===== src/rtl/wdt_timer_param_if.sv =====
// Avalon-MM slave bus bundle for the parametrised watchdog timer.
// The CPU side (or testbench) drives through the master modport; the
// watchdog core attaches to the slave modport. irq and resetrequest travel
// with the bus so the whole peripheral boundary is one connection.
interface wdt_timer_param_if;
    logic [2:0]  address;
    logic        chipselect;
    logic        write_n;
    logic [15:0] writedata;
    logic [15:0] readdata;
    logic        irq;
    logic        resetrequest;

    modport master (
        output address, chipselect, write_n, writedata,
        input  readdata, irq, resetrequest
    );

    modport slave (
        input  address, chipselect, write_n, writedata,
        output readdata, irq, resetrequest
    );
endinterface


===== src/rtl/wdt_timer_param.sv =====
// Parametrised Avalon-MM watchdog timer, 16-bit data bus.
// Programmable period, keyed kick register, early-warning interrupt,
// sticky lock bit and a stretched reset-request pulse.
// Optional feature macro: WDT_SNAPSHOT_EN builds the counter snapshot
// register behind SNAPL/SNAPH; without it those addresses read 0.
module wdt_timer_param #(
    parameter int          COUNTER_WIDTH      = 32,
    parameter int          DEFAULT_PERIOD     = 9999999,
    parameter int          RESET_PULSE_CYCLES = 16,
    parameter logic [15:0] KICK_KEY           = 16'hA5C3
) (
    input logic                clk,
    input logic                reset_n,
    wdt_timer_param_if.slave   bus
);

    localparam int PW = (RESET_PULSE_CYCLES > 1) ? $clog2(RESET_PULSE_CYCLES) : 1;
    localparam logic [PW-1:0] PULSE_LAST = PW'(RESET_PULSE_CYCLES - 1);
    localparam logic [COUNTER_WIDTH-1:0] PERIOD_INIT = COUNTER_WIDTH'(DEFAULT_PERIOD);

    logic [COUNTER_WIDTH-1:0] counter_q, counter_d;
    logic [COUNTER_WIDTH-1:0] period_q, period_d;
    logic [15:0]              ewThresh_q, ewThresh_d;
    logic                     run_q, run_d;
    logic                     to_q, to_d;
    logic                     ew_q, ew_d;
    logic                     ito_q, ito_d;
    logic                     eie_q, eie_d;
    logic                     lock_q, lock_d;
    logic                     forceReload_q, forceReload_d;
    logic                     zeroPrev_q, zeroPrev_d;
    logic                     pulseActive_q, pulseActive_d;
    logic [PW-1:0]            pulseCnt_q, pulseCnt_d;
    logic [15:0]              readdata_q, readMux;

    logic                     wr, wrStatus, wrControl, wrPeriodL, wrPeriodH, wrKick, wrThresh;
    logic                     kick, keyFault, counterZero, timeoutEvent, reload, ewHit;
    logic [COUNTER_WIDTH-1:0] counterDec, threshExt;
    logic [31:0]              periodExt, snapExt;

    assign wr        = bus.chipselect & ~bus.write_n;
    assign wrStatus  = wr & (bus.address == 3'd0);
    assign wrControl = wr & (bus.address == 3'd1);
    assign wrPeriodL = wr & (bus.address == 3'd2);
    assign wrPeriodH = wr & (bus.address == 3'd3);
    assign wrKick    = wr & (bus.address == 3'd6);
    assign wrThresh  = wr & (bus.address == 3'd7);

    assign kick         = wrKick & run_q & (bus.writedata == KICK_KEY);
    assign keyFault     = wrKick & run_q & (bus.writedata != KICK_KEY);
    assign counterZero  = (counter_q == '0);
    assign timeoutEvent = (counterZero & ~zeroPrev_q) | keyFault;
    assign reload       = forceReload_q | kick;
    assign counterDec   = counter_q - COUNTER_WIDTH'(1);
    assign threshExt    = {{(COUNTER_WIDTH-16){1'b0}}, ewThresh_q};
    assign ewHit        = run_q & ~reload & ~counterZero & (counterDec == threshExt)
                          & (ewThresh_q != 16'd0);

    // Next-state for counter, period, flags, control bits and pulse stretcher
    always_comb begin
        counter_d     = counter_q;
        period_d      = period_q;
        ewThresh_d    = ewThresh_q;
        run_d         = run_q;
        to_d          = to_q;
        ew_d          = ew_q;
        ito_d         = ito_q;
        eie_d         = eie_q;
        lock_d        = lock_q;
        forceReload_d = 1'b0;
        zeroPrev_d    = counterZero;
        pulseActive_d = pulseActive_q;
        pulseCnt_d    = pulseCnt_q;

        if (reload) begin
            counter_d = period_q;
        end else if (run_q && counterZero) begin
            counter_d = period_q;
        end else if (run_q) begin
            counter_d = counterDec;
        end

        if (timeoutEvent) begin
            to_d = 1'b1;
        end else if (wrStatus && bus.writedata[0]) begin
            to_d = 1'b0;
        end

        if (ewHit) begin
            ew_d = 1'b1;
        end else if (wrStatus && bus.writedata[2]) begin
            ew_d = 1'b0;
        end

        if (wrControl) begin
            if (!lock_q) begin
                ito_d = bus.writedata[0];
                eie_d = bus.writedata[1];
            end
            if (bus.writedata[2]) begin
                run_d = 1'b1;
            end else if (bus.writedata[3] && !lock_q) begin
                run_d = 1'b0;
            end
            if (bus.writedata[4]) begin
                lock_d = 1'b1;
            end
        end

        if (wrPeriodL && !lock_q) begin
            period_d[15:0] = bus.writedata;
            forceReload_d  = 1'b1;
        end
        if (wrPeriodH && !lock_q) begin
            period_d[COUNTER_WIDTH-1:16] = bus.writedata[COUNTER_WIDTH-17:0];
            forceReload_d                = 1'b1;
        end

        if (wrThresh) begin
            ewThresh_d = bus.writedata;
        end

        if (timeoutEvent) begin
            pulseActive_d = 1'b1;
            pulseCnt_d    = PULSE_LAST;
        end else if (pulseActive_q) begin
            if (pulseCnt_q == '0) begin
                pulseActive_d = 1'b0;
            end else begin
                pulseCnt_d = pulseCnt_q - PW'(1);
            end
        end
    end

    // State registers, cleared asynchronously by reset_n
    always_ff @(posedge clk or negedge reset_n) begin
        if (!reset_n) begin
            counter_q     <= PERIOD_INIT;
            period_q      <= PERIOD_INIT;
            ewThresh_q    <= '0;
            run_q         <= 1'b0;
            to_q          <= 1'b0;
            ew_q          <= 1'b0;
            ito_q         <= 1'b0;
            eie_q         <= 1'b0;
            lock_q        <= 1'b0;
            forceReload_q <= 1'b0;
            zeroPrev_q    <= 1'b0;
            pulseActive_q <= 1'b0;
            pulseCnt_q    <= '0;
        end else begin
            counter_q     <= counter_d;
            period_q      <= period_d;
            ewThresh_q    <= ewThresh_d;
            run_q         <= run_d;
            to_q          <= to_d;
            ew_q          <= ew_d;
            ito_q         <= ito_d;
            eie_q         <= eie_d;
            lock_q        <= lock_d;
            forceReload_q <= forceReload_d;
            zeroPrev_q    <= zeroPrev_d;
            pulseActive_q <= pulseActive_d;
            pulseCnt_q    <= pulseCnt_d;
        end
    end

`ifdef WDT_SNAPSHOT_EN
    logic                     wrSnapL;
    logic [COUNTER_WIDTH-1:0] snap_q;

    assign wrSnapL = wr & (bus.address == 3'd4);

    // Capture the live counter on any SNAPL write
    always_ff @(posedge clk or negedge reset_n) begin
        if (!reset_n) begin
            snap_q <= '0;
        end else if (wrSnapL) begin
            snap_q <= counter_q;
        end
    end

    // Zero-extend the snapshot to the 32-bit register view
    always_comb begin
        snapExt                   = '0;
        snapExt[COUNTER_WIDTH-1:0] = snap_q;
    end
`else
    assign snapExt = '0;
`endif

    // Zero-extend the period so bits above COUNTER_WIDTH read back as 0
    always_comb begin
        periodExt                    = '0;
        periodExt[COUNTER_WIDTH-1:0] = period_q;
    end

    // Register-map read multiplexer
    always_comb begin
        readMux = '0;
        case (bus.address)
            3'd0: readMux = {13'd0, ew_q, run_q, to_q};
            3'd1: readMux = {11'd0, lock_q, 2'b00, eie_q, ito_q};
            3'd2: readMux = periodExt[15:0];
            3'd3: readMux = periodExt[31:16];
            3'd4: readMux = snapExt[15:0];
            3'd5: readMux = snapExt[31:16];
            3'd7: readMux = ewThresh_q;
            default: readMux = '0;
        endcase
    end

    // Registered read data, refreshed every cycle
    always_ff @(posedge clk or negedge reset_n) begin
        if (!reset_n) begin
            readdata_q <= '0;
        end else begin
            readdata_q <= readMux;
        end
    end

    assign bus.readdata     = readdata_q;
    assign bus.irq          = (to_q & ito_q) | (ew_q & eie_q);
    assign bus.resetrequest = pulseActive_q;

endmodule

===== src/flat_wrapper.sv =====
// flat-port wrapper written by rule: the top's interface ports become plain ports
module wdt_timer_param_flat 
#(
    parameter int          COUNTER_WIDTH      = 32,
    parameter int          DEFAULT_PERIOD     = 9999999,
    parameter int          RESET_PULSE_CYCLES = 16,
    parameter logic [15:0] KICK_KEY           = 16'hA5C3
)
  (clk, reset_n, bus_address, bus_chipselect, bus_write_n, bus_writedata, bus_readdata, bus_irq, bus_resetrequest);
  wdt_timer_param_if bus_i ();
  input logic clk;
  input logic reset_n;
  input wire logic [$bits(bus_i.address)-1:0] bus_address;
  input wire logic [$bits(bus_i.chipselect)-1:0] bus_chipselect;
  input wire logic [$bits(bus_i.write_n)-1:0] bus_write_n;
  input wire logic [$bits(bus_i.writedata)-1:0] bus_writedata;
  output wire logic [$bits(bus_i.readdata)-1:0] bus_readdata;
  output wire logic [$bits(bus_i.irq)-1:0] bus_irq;
  output wire logic [$bits(bus_i.resetrequest)-1:0] bus_resetrequest;
  assign bus_i.address = bus_address;
  assign bus_i.chipselect = bus_chipselect;
  assign bus_i.write_n = bus_write_n;
  assign bus_i.writedata = bus_writedata;
  assign bus_readdata = bus_i.readdata;
  assign bus_irq = bus_i.irq;
  assign bus_resetrequest = bus_i.resetrequest;
  wdt_timer_param #(.COUNTER_WIDTH(COUNTER_WIDTH), .DEFAULT_PERIOD(DEFAULT_PERIOD), .RESET_PULSE_CYCLES(RESET_PULSE_CYCLES), .KICK_KEY(KICK_KEY)) u_core (.clk(clk), .reset_n(reset_n), .bus(bus_i));
endmodule

===== config.mk =====
export PLATFORM = sky130hd
export DESIGN_NAME = wdt_timer_param_flat
export DESIGN_NICKNAME = d
export VERILOG_FILES = /design/src/rtl/wdt_timer_param_if.sv /design/src/rtl/wdt_timer_param.sv /design/src/flat_wrapper.sv
export SDC_FILE = /design/constraint.sdc
export NUM_CORES = 1
export LEC_CHECK = 0
export CAP_MARGIN = 40
export CORE_ASPECT_RATIO = 0.75
export CORE_MARGIN = 4
export CORE_UTILIZATION = 55
export CTS_BUF_LIST = sky130_fd_sc_hd__clkbuf_8
export DETAILED_ROUTE_END_ITERATION = 12
export GPL_TIMING_DRIVEN = 0
export HOLD_SLACK_MARGIN = 0.02
export PLACE_DENSITY_LB_ADDON = 0.12
export REMOVE_ABC_BUFFERS = 1
export SYNTH_ARGS = -nofsm -noshare
export SYNTH_HDL_FRONTEND = slang
export SYNTH_SLANG_ARGS = --single-unit

===== constraint.sdc =====
create_clock -name clk -period 4.7 [get_ports clk]
set_input_delay 0.94 -clock clk [delete_from_list [all_inputs] [get_ports clk]]
set_output_delay 0.94 -clock clk [all_outputs]
set_load 0.02 [all_outputs]

After elaboration in Yosys (flattened, before gate mapping):

Cells that the tools add are included.
W data, S select, Z words.

* add/subtract/negate cells: 2
* multiply operators: 0
* divide/modulo/power cells: 0
* order comparisons: 0
* equal/unequal tests: 9
* shift operators: 0
* muxes and demuxes: 18
* bitwise logic cells: 25
* reduce and logical (&&, ||, !) cells: 20

Operators by type and width (count)
* $mux W32: 3
* $pmux W16 S5: 1
* $eq A32 B16 Y1: 1
* $logic_not A32 Y1: 1
* $sub A32 B1 Y32 const B: 1
* $and A1 B1 Y1: 17
* $eq A16 B16 Y1 const B: 1
* $ne A16 B16 Y1 const B: 1
* $reduce_bool A16 Y1: 1
* $mux W4: 3
* $mux W1: 11
* $reduce_and A2 Y1: 4
* $reduce_bool A2 Y1: 4
* $eq A3 B2 Y1 const B: 2
* $eq A3 B3 Y1 const B: 2
* $logic_and A1 B1 Y1: 6
* $not A1 Y1: 5
* $logic_not A4 Y1: 1
* $sub A4 B1 Y4 const B: 1
* $eq A3 B1 Y1 const B: 1
* $logic_not A3 Y1: 1
* $or A1 B1 Y1: 3
* $reduce_bool A3 Y1: 1
* $ne A2 B1 Y1 const B: 1
* $logic_not A1 Y1: 1

* register bits after elaboration: 109
* bits in latches: 0
* RAM bits: 0
* ROM bits: 0
* input bits: 23
* output and inout port bits: 18
* word-level logic and storage cells: 89
* memories kept: 0

Longest topological paths before layout:

Gate-level depths: netlist of run 1.

* word-level depth: 12
* mapped depth: 11
* depth with buffers taken out: 9

Least setup slack after synthesis of run 1:

No wires, ideal clock.

* kind: input-to-reg
* from: in bus_address[1]
* to: reg u_core.counter_q[7]
* setup time: 0.138 ns
* arrival: 2.509 ns
* data required time: 4.562 ns
* setup slack: 2.054 ns
* cell stages on the path: 9
* path buffers: 3
* cells stage by stage: clkbuf_1 nor2b_1 nand2_1 o31a_1 a21boi_2 buf_6 buf_2 a21oi_1 o22ai_1

* longest elaborated chain between the ends: 6
* elaborated cells between the ends (all ways): 7
* classes of those cells: eq/ne: 1; mux: 1; bitwise: 4; reduce/logical: 1

Ends and longest elaborated chain
* start: declaration: RTL line flat_wrapper.sv:13 `input wire logic [$bits(bus_i.address)-1:0] bus_address;`
* $eq A3 B3 Y1 (*): RTL line wdt_timer_param.sv:46 `assign wrKick = wr & (bus.address == 3'd6);`
* $and A1 B1 Y1 (*): RTL line wdt_timer_param.sv:46
* $and A1 B1 Y1 (*) (2 in series): RTL line wdt_timer_param.sv:49 `assign kick = wrKick & run_q & (bus.writedata == KICK_KEY);`
* $or A1 B1 Y1 (*): RTL line wdt_timer_param.sv:53 `assign reload = forceReload_q | kick;`
* $reduce_bool A3 Y1 (no line) or $mux W32 (tied branches)
* end signal: assignment: RTL line wdt_timer_param.sv:152 `counter_q <= counter_d;`
* end: declaration: RTL line wdt_timer_param.sv:21 `logic [COUNTER_WIDTH-1:0] counter_q, counter_d;`

Mark *: on every way between the ends. The rest lies on a longest branch, timed or not.
A chain may end at the register's enable or synchronous reset.

Worst setup path in the final report of run 1:

* from: in bus_address[0]
* to: reg u_core.counter_q[31]

Same word-level chain as after synthesis.

==> metrics.md, run 1 <==
| Metric | Value |
|---|---|
| Power density over the cells | `478 nW/µm²` |
| Seq cells post-synth | `109` |
| Sequential element share of the synthesized area | `44.7%` |
| Filler instances | `around 900` |
| Top cells by area in the synthesized netlist | `sky130_fd_sc_hd__dfrtp_1 (33%), sky130_fd_sc_hd__dfstp_2 (12%), sky130_fd_sc_hd__mux2_2 (8.2%)` |
| Highest fanout seen on the critical path | `31` |
| Final max-slew violation count | `0` |
| Count of input and output buffers | `40` |
| Count of hold buffers inserted by post-cts repair | `0` |
| Fraction of layout cells with a size suffix above 1 | `between 15 and 20%` |
| Endpoint of the worst-slack reg-to-reg timing path | `u_core.counter_q[31]` |
| Highest ir drop seen on vdd | `0.263 mV` |
| Worst Setup End Kind | `register` |
| Number of cells produced by synthesis | `652` |
| Final count of hold timing violations | `0` |
| Clock skew | `0.0286 ns` |
| Slew Limit Headroom | `39.9%` |
| FP Rows | `33` |
| Initial core utilization | `around 56%` |
| Gates resized, CTS repair | `0` |
| Count of unresolved DRC violations after routing | `0` |
| Data arrival time of the worst path | `4.12 ns` |
| Number of distinct standard cells referenced by the synthesized netlist | `65` |
| Fin util | `approximately 63%` |
| Standard cell area after detailed placement | `6730 µm²` |
| Worst-case hold path end point | `u_core.periodExt[0]` |
| Adder and majority cell fraction of the synthesized area | `0.405%` |
| Total of max-cap violations | `0` |
| Most used standard cell by instance count after synthesis | `sky130_fd_sc_hd__dfrtp_1` |
| Number of nets in the finished design | `694` |
| Shortest period the worst path allows | `~3.8 ns` |
| Design Power | `between 3 and 4 mW` |
| TritonCTS buffer count | `9` |
| Slew at the pin closest to its max-slew limit | `around 0.9 ns` |
| Depth of the CTS H-tree | `3` |
| Mean number of vias per cell | `6.36` |
| Vias | `5176` |
| Clock buffer depth | `2` |
| DR WL/cell | `between 20 and 25 µm` |
| Primary flip-flop cell chosen by synthesis mapping | `sky130_fd_sc_hd__dfrtp_1` |
| Required @ worst endpoint | `5.02 ns` |
| Unrepaired setup endpoints after global routing | `no` |
| Post-synthesis simple-gate area fraction | `19.9%` |
| Source of the worst hold timing path | `u_core.periodExt[0]` |
| Fraction of registers with async set/reset | `100%` |
| Cell with the largest stage delay on the worst path | `sky130_fd_sc_hd__clkdlybuf4s50_1` |
| Drt first-iter violations | `499` |
| Syn avg cell area | `9.48 µm²` |
| Die Wd | `130 µm` |
| Clock tree from TritonCTS | `built` |
| Critical-path cell list | `clkdlybuf4s50_1 > buf_16 > nor2b_1 > nand2_1 > o31a_1 > a21bo_2 > nor2_1 > a31oi_1 > o22a_1` |
| Leakage power | `2.79 nW` |
| Compound-gate portion of the synthesized area | `roughly 16%` |
| Leading cell types by count after synthesis | `sky130_fd_sc_hd__dfrtp_1 (81), sky130_fd_sc_hd__nand2_1 (59), sky130_fd_sc_hd__mux2_2 (45)` |
| Post-synthesis mux area share | `a little under an eighth` |
| Launch instance of the worst register-to-register path | `u_core.counter_q[0]` |
| Number of optimization iterations in the first detailed-route pass | `6` |
| Die footprint | `13000 µm²` |
| Root Buffer | `sky130_fd_sc_hd__clkbuf_8` |
| Worst hold path stage count | `2` |
| Total gr overflow | `0` |
| Global placement routability congestion | `~0.96` |
| Core area | `10900 µm²` |
| Number of enable flip-flop cells after synthesis | `0` |
| Final wirelength | `17.0 mm` |
| Worst-skew pair later-pin latency | `0.40 ns` |
| Antenna Diode Count | `0` |
| Worst Path Buf+Inv | `2` |
| Maximum achievable frequency | `0.263 GHz` |
| Boundary Pins | `41` |
| Number of clock sinks | `109` |
| Cells on worst reg2reg path | `9` |
| Antenna violations before repair | `0` |
| Maximum number of pins on one net before global-route repair | `64` |
| Die height | `around 100 µm` |
| Via count of the first global-routing pass | `5005` |
| Path category of the worst min-delay check | `reg2reg` |
| Setup violations, final | `0` |
| Post-Synth XOR/XNOR Area | `approximately 2.8%` |
| Area share of the largest cell type after synthesis | `32.8%` |
| Wire length of the first global-routing pass | `27.3 mm` |
| Post-synthesis instance area | `6180 µm²` |
| Final period util | `80.8%` |
| Detailed placer's ending HPWL | `12.5 mm` |
| YS warnings | `0` |
| Cell accounting for the most synthesized area | `sky130_fd_sc_hd__dfrtp_1` |
| Largest family of logic cells by synthesized area | `simple AND/OR/NAND/NOR gates` |
| Worst R2R Setup Slack | `1.02 ns` |
| Family with the most delay on the worst path | `compound AO/OA/AOI/OAI gates` |
| Overall track demand over capacity in global routing | `27.1%` |
| Relative area change from synthesis to final layout | `12.2%` |
| Post-route ant nets | `0` |
| Kind of critical path | `in2reg` |
| Post-route design area | `~6900 µm²` |
| Non-filler cells in the finished layout | `814` |
| Buffers inserted by post-CTS timing repair | `0` |
| Longest individual stage delay on the worst path | `0.78 ns` |
| Startpoint class of the critical path | `input port` |
| Result of the run | `complete, no violations` |
| WHS | `between 0.5 and 0.6 ns` |
| Placed cell count | `798` |
| Clock-pin slew of the registers on the worst-case setup and hold paths | `0.11 ns` |
[tightest hold or removal path, cell delays in order, from the launching register on]
cell	delay [ns]
sky130_fd_sc_hd__dfstp_2	0.40
sky130_fd_sc_hd__nand2_1	0.04
sky130_fd_sc_hd__o21ai_0	0.06
[metrics by stage]
step                      setup WS [ns]  setup TNS [ns]
after floorplan                    1.56               0
after global placement            -1.40         -129.30
after detailed placement          0.590               0
after CTS                         0.988               0
after global routing              0.772               0
final                             0.901               0
[cells by family (layout without fill, tap and decap cells)]
group | after synthesis | after routing
xor gates and xnor gates | 20 | 20
DFF | 109 | 109
and+or+nand+nor | 228 | 228
adders and majority gates | 2 | 2
AOI/OAI and AO/OA | 162 | 162
muxes | 67 | 67
buffers and inverters | 64 | 86
[how the worst max path moves through the flow]
stage                                 from                endpoint  cells after the start
after CTS                   bus_address[0]    u_core.counter_q[31]                      9
after global placement             reset_n  u_core.bus.readdata[5]                      1
final                       bus_address[0]    u_core.counter_q[31]                      9
after global routing        bus_address[0]    u_core.counter_q[29]                      9
after detailed placement    bus_address[0]    u_core.counter_q[31]                      9
after floorplan           bus_writedata[1]    u_core.counter_q[16]                      7
[power breakdown]
group          internal (mW)  total [mW]  switching (mW)
clock network          0.221       0.579           0.358
registers               1.26        1.69           0.423
logic                  0.498        1.05           0.549
total                   1.98        3.31            1.33
[registers in the layout, summed over array words and instances (netlist names)]
name                     flops
u_core.bus.readdata         16
u_core.bus.resetrequest      1
u_core.counter_q            32
u_core.eie_q                 1
u_core.ewThresh_q           16
u_core.ew_q                  1
u_core.forceReload_q         1
u_core.ito_q                 1
u_core.lock_q                1
u_core.periodExt            32
u_core.pulseCnt_q            4
u_core.run_q                 1
u_core.to_q                  1
u_core.zeroPrev_q            1
[final cells by class]
cell class	count	area, µm²	share of cell area [%]
Clock inverter	6	62.6	0.902
Multi-Input combinational cell	479	3150	45.4
Inverter	20	75.1	1.08
Sequential cell	109	2760	39.8
Tap cell	140	175	2.53
Clock buffer	10	138	1.99
Timing Repair Buffer	50	571	8.23
[placed cells by master, fill, tap and decap left out, types with 20 or more instances in the layout]
master                            count
sky130_fd_sc_hd__dfrtp_1             81
sky130_fd_sc_hd__clkdlybuf4s50_1     39
sky130_fd_sc_hd__o21ai_1             22
sky130_fd_sc_hd__nor2_1              41
sky130_fd_sc_hd__nand3_1             20
sky130_fd_sc_hd__dfstp_2             28
sky130_fd_sc_hd__inv_1               20
sky130_fd_sc_hd__mux2i_1             22
sky130_fd_sc_hd__mux2_2              45
sky130_fd_sc_hd__o21ai_0             39
sky130_fd_sc_hd__a21oi_1             43
sky130_fd_sc_hd__nand2_1             59
[routing by layer]
| layer | GRT usage, % | wire, µm |
|---|---|---|
| met1 | 41.9 | 8070 |
| met2 | 38.7 | 7350 |
| met3 | 6.28 | 1350 |
| met4 | 6.32 | 261 |
| met5 | 0 | 0 |
(Power assumes the default switching activity.)
==> inputs of run 2 (changes only) <==
- clock period: 4.7 -> 3.7 ns (I/O delays scaled with it)
==> metrics.md, run 2 (synthesized netlist as in run 1, its figures left out) <==
| Metric | Value |
|---|---|
| Setup violations, final | `0 (unchanged)` |
| Slew Limit Headroom | `41.9% (+2.0 points)` |
| Initial core utilization | `56.5% (unchanged)` |
| Mean number of vias per cell | `6.37 (+0.14%)` |
| Root Buffer | `sky130_fd_sc_hd__clkbuf_8` |
| Shortest period the worst path allows | `3.57 ns` |
| Clock tree from TritonCTS | `built` |
| Worst Setup End Kind | `register` |
| Maximum number of pins on one net before global-route repair | `64 (unchanged)` |
| Clock buffer depth | `2 (unchanged)` |
| Depth of the CTS H-tree | `3 (unchanged)` |
| Drt first-iter violations | `536 (+7.4%)` |
| FP Rows | `33 (unchanged)` |
| Share of power burned in combinational logic | `31.7% (about the same)` |
| Count of input and output buffers | `40 (unchanged)` |
| Result of the run | `complete, no violations` |
| Relative area change from synthesis to final layout | `12.4%` |
| Core area | `10900 µm² (unchanged)` |
| Count of hold buffers inserted by post-cts repair | `0 (unchanged)` |
| Wire length of the first global-routing pass | `27.3 mm (unchanged)` |
| TritonCTS buffer count | `9 (unchanged)` |
| Global placement routability congestion | `0.961 (unchanged)` |
| Detailed placer's ending HPWL | `12.5 mm (unchanged)` |
| Final period util | `a little over nine tenths` |
| Final wirelength | `17.0 mm (about the same)` |
| Slew at the pin closest to its max-slew limit | `0.864 ns (-0.0305 ns)` |
| Die height | `99.8 µm (unchanged)` |
| Cell with the largest stage delay on the worst path | `sky130_fd_sc_hd__a2111oi_0` |
| Data arrival time of the worst path | `3.90 ns (-0.22 ns)` |
| Most frequent standard cell in the layout excluding fill and tap cells | `sky130_fd_sc_hd__dfrtp_1` |
| Maximum achievable frequency | `approximately 0.28 GHz` |
| Critical-path cell list | `inv_1 > ha_1 > nor3b_4 > nand4_2 > o21ai_0 > o2111ai_1 > a2111oi_0 > nand4_1 > o21ai_1` |
| Internal portion of total power | `2.52 mW (+27%)` |
| Commonest non-fill, non-tap cells in the layout | `sky130_fd_sc_hd__dfrtp_1 (81), sky130_fd_sc_hd__nand2_1 (59), sky130_fd_sc_hd__mux2_2 (45), sky130_fd_sc_hd__a21oi_1 (43), sky130_fd_sc_hd__nor2_1 (41)` |
| Clock-pin slew of the registers on the worst-case setup and hold paths | `0.11 ns (about the same)` |
| Filler instances | `902 (-0.22%)` |
| Final count of hold timing violations | `0 (unchanged)` |
| Required @ worst endpoint | `4.03 ns (-0.99 ns)` |
| DR WL/cell | `20.9 µm (about the same)` |
| Family with the most delay on the worst path | `compound AO/OA/AOI/OAI gates` |
| Highest ir drop seen on vdd | `0.333 mV (+27%)` |
| Leakage power | `2.80 nW (+0.14%)` |
| Fraction of layout cells with a size suffix above 1 | `18.1% (unchanged)` |
| Highest fanout seen on the critical path | `8 (-74%)` |
| Overall track demand over capacity in global routing | `27.1% (unchanged)` |
| Startpoint class of the critical path | `register` |
| Vias | `5183 (+0.14%)` |
| Non-filler cells in the finished layout | `814 (unchanged)` |
| Antenna Diode Count | `0 (unchanged)` |
| Post-route ant nets | `0 (unchanged)` |
| Number of clock sinks | `109 (unchanged)` |
| Via count of the first global-routing pass | `5005 (unchanged)` |
| Total of max-cap violations | `0 (unchanged)` |
| Number of nets in the finished design | `694 (unchanged)` |
| Setup tns final | `0 ns (unchanged)` |
| Number of optimization iterations in the first detailed-route pass | `6 (unchanged)` |
| Timing startpoint of the critical path | `u_core.counter_q[0]` |
| Longest individual stage delay on the worst path | `0.62 ns (-0.16 ns)` |
| Sequential Power Share | `50.8% (about the same)` |
| Die Wd | `130 µm (unchanged)` |
| Antenna violations before repair | `0 (unchanged)` |
| Kind of critical path | `reg2reg` |
| Worst-skew pair later-pin latency | `0.40 ns (about the same)` |
| Area taken by multi-input logic gates | `3160 µm² (+0.40%)` |
| Launch instance of the worst register-to-register path | `u_core.counter_q[0]` |
| Final max-slew violation count | `0 (unchanged)` |
| Clock skew | `0.0261 ns (-0.00247 ns)` |
| Die footprint | `13000 µm² (unchanged)` |
| Flip-flop and latch area | `2760 µm² (unchanged)` |
| Power share of the clock group | `17.4% (about the same)` |
| Path category of the worst min-delay check | `in2async` |
| Count of unresolved DRC violations after routing | `0 (unchanged)` |
| Fraction of power spent switching nets | `40.2% (+0.070 points)` |
| Worst Path Buf+Inv | `1 (-1)` |
| Boundary Pins | `41 (unchanged)` |
| Placed cell count | `798 (unchanged)` |
| Total gr overflow | `0 (unchanged)` |
| Reported net switching power | `1.70 mW (+28%)` |
| Power density over the cells | `608 nW/µm² (+27%)` |
[run 2: cell types whose count changed in the layout (fill, tap and decap cells not counted)]
cell and change:
sky130_fd_sc_hd__a21bo_2 -1, sky130_fd_sc_hd__a21bo_4 +1, sky130_fd_sc_hd__nor3b_2 -1, sky130_fd_sc_hd__nor3b_4 +1
[run 2: per-layer routing]
layer / track usage (%) / vias up / part of all wire (%)
met5: 0 / - / 0
met4: 6.32 / 0 / 1.7
li1: - / 2412 / -
met1: 41.9 / 2530 / 48
met2: 38.7 / 210 / 43
met3: 6.28 / 31 / 8.1
[run 2: final cells by class]
class | count | area share (%)
clock buffers | 10 | 1.98
clock inverters | 6 | 0.901
inverters | 20 | 1.08
multi-input cells | 479 | 45.5
flip-flops and latches | 109 | 39.8
well taps | 140 | 2.52
repair buffers | 50 | 8.21
[run 2: path summary, 6_finish.rpt]
kind                                                 to  slack, ns  cells after the start
min in group clk                    u_core.periodExt[2]       0.50                      2
max in group asynchronous           u_core.periodExt[2]       2.57                      2
worst min register to register      u_core.periodExt[2]       0.50                      2
worst min-delay path            u_core.bus.readdata[14]       0.36                      1
worst max register to register              u_core.ew_q       0.13                      9
worst max-delay path                        u_core.ew_q       0.13                      9
[run 2: what timing repair did]
item	CTS	global route
setup endpoints to repair	0	8
gates resized for setup	0	2
buffers inserted	0	0
[run 2: stage by stage]
stage	cell area (µm²)	power, mW	hold WS (ns)	worst slack, ns	utilization [%]
after floorplan	5980	2.91	0.444	0.632	-
after global placement	6550	3.37	0.478	-2.20	59.9
after detailed placement	6730	3.45	0.487	-0.210	61.5
after CTS	6930	4.19	0.385	0.133	63.4
after global routing	6950	4.48	0.409	-0.00145	63.5
final	6950	4.22	0.361	0.132	63.5
[run 2: power groups by stage]
stage	clock, mW	sequential, mW	combinational (mW)
floorplan	0	1.99	0.919
finish	0.737	2.15	1.34
CTS	0.747	2.12	1.32
global placement	0	2.12	1.24
global route	0.793	2.20	1.48
detailed placement	0	2.14	1.31
==> patch 1 (settings of run 2) <==
Take the reset off `ewThresh_q` and load it in a clocked block of its own.
--- a/src/rtl/wdt_timer_param.sv
+++ b/src/rtl/wdt_timer_param.sv
@@ -138,5 +138,4 @@
             counter_q     <= PERIOD_INIT;
             period_q      <= PERIOD_INIT;
-            ewThresh_q    <= '0;
             run_q         <= 1'b0;
             to_q          <= 1'b0;
@@ -152,5 +151,4 @@
             counter_q     <= counter_d;
             period_q      <= period_d;
-            ewThresh_q    <= ewThresh_d;
             run_q         <= run_d;
             to_q          <= to_d;
@@ -164,4 +162,8 @@
             pulseCnt_q    <= pulseCnt_d;
         end
+    end
+
+    always_ff @(posedge clk) begin
+        ewThresh_q <= ewThresh_d;
     end
 
Formal check against the unedited RTL: not equivalent (a bounded check fails within 4 cycles, from zero or initial values and one cycle with reset_n low).
==> patch 1 against run 2 <==
- sequential power shrank 6%
- hold slack worse by 0.068 ns
- wire length decreased by 2.4%
- area after synthesis fell by 1.6%
- cell area hardly changed
- power down 8.8%
- combinational power fell by 21%
- synthesized cell count fell by 8.6%
- register-to-register slack better by 0.09 ns
- setup slack better by 0.013 ns
- sequential cell count unchanged
- count of clock-buffer cells in the layout fell by 1
- critical path type is now input pin to register
- highest routed layer is now met5
==> patch 1: results (changes against run 2) <==
[final_layout]
fillCellCount=858  ; -4.9%
num-nets-final=651  ; -6.2%
num-multi-input-gates=432  ; -9.8%
drive_above_1_share=0.179  ; -0.00193
finalNonFillerCells=767  ; -5.8%
clock_area_frac=0.0313  ; +0.00249
inverters=22  ; +10%
num-nonclk-buffers=52  ; +4.0%

[timing]
fmax_ghz=0.281  ; +0.36%

[pwr]
sw_frac_of_total=0.381  ; -0.0208
p_leak_nw=2.78  ; -0.55%
power_per_cell_area_nw_per_um2=554  ; -8.9%
sequentialPowerShare=0.524  ; +0.016
p_clk_frac=0.199  ; +0.025

[place]
dp.final_hpwl_mm=12.3  ; -1.7%
dp.cells=750  ; -6.0%

[outcome]
status=complete, no violations

[global_routing]
antenna_found_initial=1  ; +1
first_global_vias=4765  ; -4.8%

[die]
row_count=32  ; -3.0%

[critical_path]
rrSetupSlack_ns=0.22  ; +0.09 ns
path_max_fanout=16  ; +8
crit_end=u_core.counter_q[31]$_DFFE_PN0P_

[yosys]
synthDistinctLibCells=71  ; +9.2%
synth-compound-area-share=0.129  ; -0.0298
ys_async_sr_fraction=0.853  ; -0.147
synth_xor_area_frac=0.0374  ; +0.00909

[drt]
finalWirelength_mm=16.6  ; -2.4%

==> patch 1: cell count changes after synthesis, sizes merged, moves of 8 or more <==
cell / delta
dfrtp: -16
nand2: +9
mux2i: +11
a22oi: +11
clkbuf: -8
a21oi: -23
edfxtp: +16
o21ai: -21
nor2: -19
==> patch 1: worst max-delay path: stages <==
cell	delay, ns
clkdlybuf4s50_1	0.52
nor4b_1	0.57
nand4_1	0.20
nor4_1	0.34
clkdlybuf4s15_2	0.33
o21ai_1	0.16
nand2_2	0.35
buf_8	0.21
o21ai_1	0.08
a221o_1	0.32
==> patch 1: metal layers <==
metal	global-route usage	up-vias	share of wire
met3	0.0563	26	0.074
met1	0.411	2461	0.46
met4	0.0703	2	0.018
met2	0.397	194	0.44
met5	0	-	0.00078
li1	-	2251	-
==> patch 1: timing repair <==
item | 4_1_cts | 5_1_grt
pin swaps | 0 | 1
gates cloned | 0 | 0
endpoints found under the setup margin | 1 | 5
hold buffers | 0 | 0
resized for setup | 1 | 2
setup buffers | 0 | 1
==> patch 2 (settings of run 2) <==
Without the edit above. `RESET_PULSE_CYCLES` is set to 16 in 2 places; all go to 32.
--- a/src/rtl/wdt_timer_param.sv
+++ b/src/rtl/wdt_timer_param.sv
@@ -7,5 +7,5 @@
     parameter int          COUNTER_WIDTH      = 32,
     parameter int          DEFAULT_PERIOD     = 9999999,
-    parameter int          RESET_PULSE_CYCLES = 16,
+    parameter int          RESET_PULSE_CYCLES = 32,
     parameter logic [15:0] KICK_KEY           = 16'hA5C3
 ) (
--- a/src/flat_wrapper.sv
+++ b/src/flat_wrapper.sv
@@ -4,5 +4,5 @@
     parameter int          COUNTER_WIDTH      = 32,
     parameter int          DEFAULT_PERIOD     = 9999999,
-    parameter int          RESET_PULSE_CYCLES = 16,
+    parameter int          RESET_PULSE_CYCLES = 32,
     parameter logic [15:0] KICK_KEY           = 16'hA5C3
 )
Check against the original RTL: same outputs for any inputs over 4 cycles, from zero or initial values and one cycle with reset_n low; that may be too few to reach the edited logic, so the function may still have changed.
==> patch 2 against run 2 <==
- sequential share of layout area is 0.062 points lower
- cell area grew 1.1%
- largest cell class unchanged
- setup slack improved by 0.070 ns
- sequential cell count rose by 1
- area after synthesis grew 0.38%
- wire length increased by 2.7%
- maximum frequency up 2.0%
- power down 11%
- critical path type is now input pin to register
- final cell count decreased by 3.6%
- clock skew fell by 0.010 ns
- die area up 0.36%
- critical endpoint is now u_core.counter_q[18]$_DFFE_PN0P_
- global-route usage increased by 0.89 points
==> patch 2: results (changes against run 2) <==
[yosys]
synth_top_area_share=0.331  ; +0.00278
synth_xor_area_frac=0.0409  ; +0.0126
ys_async_sr_fraction=1.00  ; unchanged
seq_area_frac_synth=0.449  ; +0.00232
yosys_warnings=0  ; unchanged
synth_area_leaders=dfrtp_1 33%, dfstp_2 12%, mux2_2 9.3%
synth-compound-area-share=0.128  ; -0.0305
synth_commonest_cells=82 x dfrtp_1, 51 x mux2_2, 50 x nand2_1
yosys.area_share.adder=0.00766  ; +0.00361
synth_mux_area_frac=0.141  ; +0.0233
synthDistinctLibCells=63  ; -3.1%

[final_layout]
diodes=0  ; unchanged
drive_above_1_share=0.194  ; +0.0128
fillCellCount=892  ; -1.1%
num-nets-final=666  ; -4.0%

[global_routing]
grt_pass1_wl_mm=28.0  ; +2.4%
grt_usage=0.280  ; +0.00888
grt_max_degree=65  ; +1.6%
first_global_vias=4910  ; -1.9%
antenna_found_initial=0  ; unchanged

[drt]
drt_iter0_drc=499  ; -6.9%
met2_length_mm=7.22  ; -0.58%
via_per_inst=6.56  ; +3.1%
topRoutingLayerUsed=met4
wirelength_met1_mm=8.30  ; +2.2%
finalWirelength_mm=17.5  ; +2.7%
wl_met3_mm=1.64  ; +19%
dr.pass1.iters=6  ; unchanged

[clocking]
cts_buffers=9  ; unchanged
insertion_delay_ns=0.39
cts-root-buf=clkbuf_8
clkSlewWorstSetupHoldPaths_ns=0.10
htreeDepth=3  ; unchanged
cts_buffer_depth=2  ; unchanged

[pwr]
irDropWorstVdd_mv=0.369  ; +11%
p_leak_nw=2.77  ; -0.87%

[worst_hold_path]
hold_class=input pin to async pin

[outcome]
status=complete, no violations

[place]
port_buffers=40  ; unchanged
place.gp.congestion=0.930  ; -3.2%
placed_cell_area_um2=6800  ; +1.1%
dp.final_hpwl_mm=13.0  ; +3.8%

[timing]
worst_pin_slew_ns=0.980  ; +0.115 ns
fin_skew_ns=0.0158  ; -0.0104 ns

[critical_path]
path_max_fanout=18  ; +10

-- patch 2: cell count changes after synthesis, sizes merged, moves of 7 or more --
cell / delta
o21ai: -34
nor2: -16
a21oi: -15
a221o: +12
o22ai: +11
xnor2: +10
mux2i: +8
nand2: -8
or4: +8
or3: +7
-- patch 2: cells by family after synthesis --
logic type	Yosys count
DFF	110
buffers and inverters	57
and+or+nand+nor	213
adders and majority gates	4
AOI/OAI and AO/OA	121
xor gates and xnor gates	29
muxes	81
-- patch 2: final timing paths --
path                                                  from                          endpoint  slack [ns]  cells past startpoint
max reg2reg                u_core.counter_q[0]$_DFFE_PN1P_  u_core.counter_q[18]$_DFFE_PN0P_        0.30                     10
min                                                reset_n  u_core.counter_q[24]$_DFFE_PN0P_        0.45                      1
max                                      bus_writedata[15]  u_core.counter_q[18]$_DFFE_PN0P_        0.20                      9
min in group clk           u_core.counter_q[6]$_DFFE_PN1P_   u_core.counter_q[6]$_DFFE_PN1P_        0.52                      2
max in group asynchronous                          reset_n   u_core.counter_q[5]$_DFFE_PN1P_        2.46                      2
min reg2reg                u_core.counter_q[6]$_DFFE_PN1P_   u_core.counter_q[6]$_DFFE_PN1P_        0.52                      2
-- patch 2: routing by layer --
layer / vias up / GRT usage
met1: 2569 / 0.443
li1: 2334 / -
met3: 25 / 0.0681
met5: - / 0
met2: 225 / 0.380
met4: 0 / 0.0743
-- patch 2: what timing repair did --
item                                    in CTS  in global routing
endpoints found under the setup margin      16                 12
gates resized for setup                      2                  2
pin swaps                                    0                  2
setup buffers                                0                  2
-- patch 2: power breakdown --
part           internal (mW)  total [mW]  switching [mW]  leakage, nW
Sequential              1.56        1.98           0.425         1.29
Combinational          0.552        1.06           0.504         1.39
Clock                  0.257       0.709           0.453       0.0939
-- patch 2: stage by stage --
stage / hold WS, ns / util / TNS (ns) / setup WS [ns] / instances
CTS: 0.470 / 0.637 / 0 / 0.0318 / 783
floorplan: 0.444 / - / 0 / 0.533 / 576
detailed placement: 0.505 / 0.620 / -4.85 / -0.367 / 767
finish: 0.453 / 0.639 / 0 / 0.202 / 785
global placement: 0.494 / 0.603 / -289.68 / -2.34 / 756
global route: 0.501 / 0.639 / 0 / 0.0352 / 785
-- patch 2: area by class of cell --
cell class / instances / area share
clock buffers: 9 / 0.0176
clock inverters: 7 / 0.00820
inverters: 18 / 0.00963
multi-input cells: 448 / 0.460
flip-flops and latches: 110 / 0.397
well taps: 140 / 0.0250
repair buffers: 53 / 0.0829
-- patch 2: worst max-delay path: stages --
cell             delay [ns]
clkdlybuf4s50_1        0.52
nor4bb_1               0.70
nand4_1                0.22
or4_1                  0.48
nand2_2                0.22
a21o_2                 0.34
buf_8                  0.22
a21oi_1                0.06
a221o_1                0.26
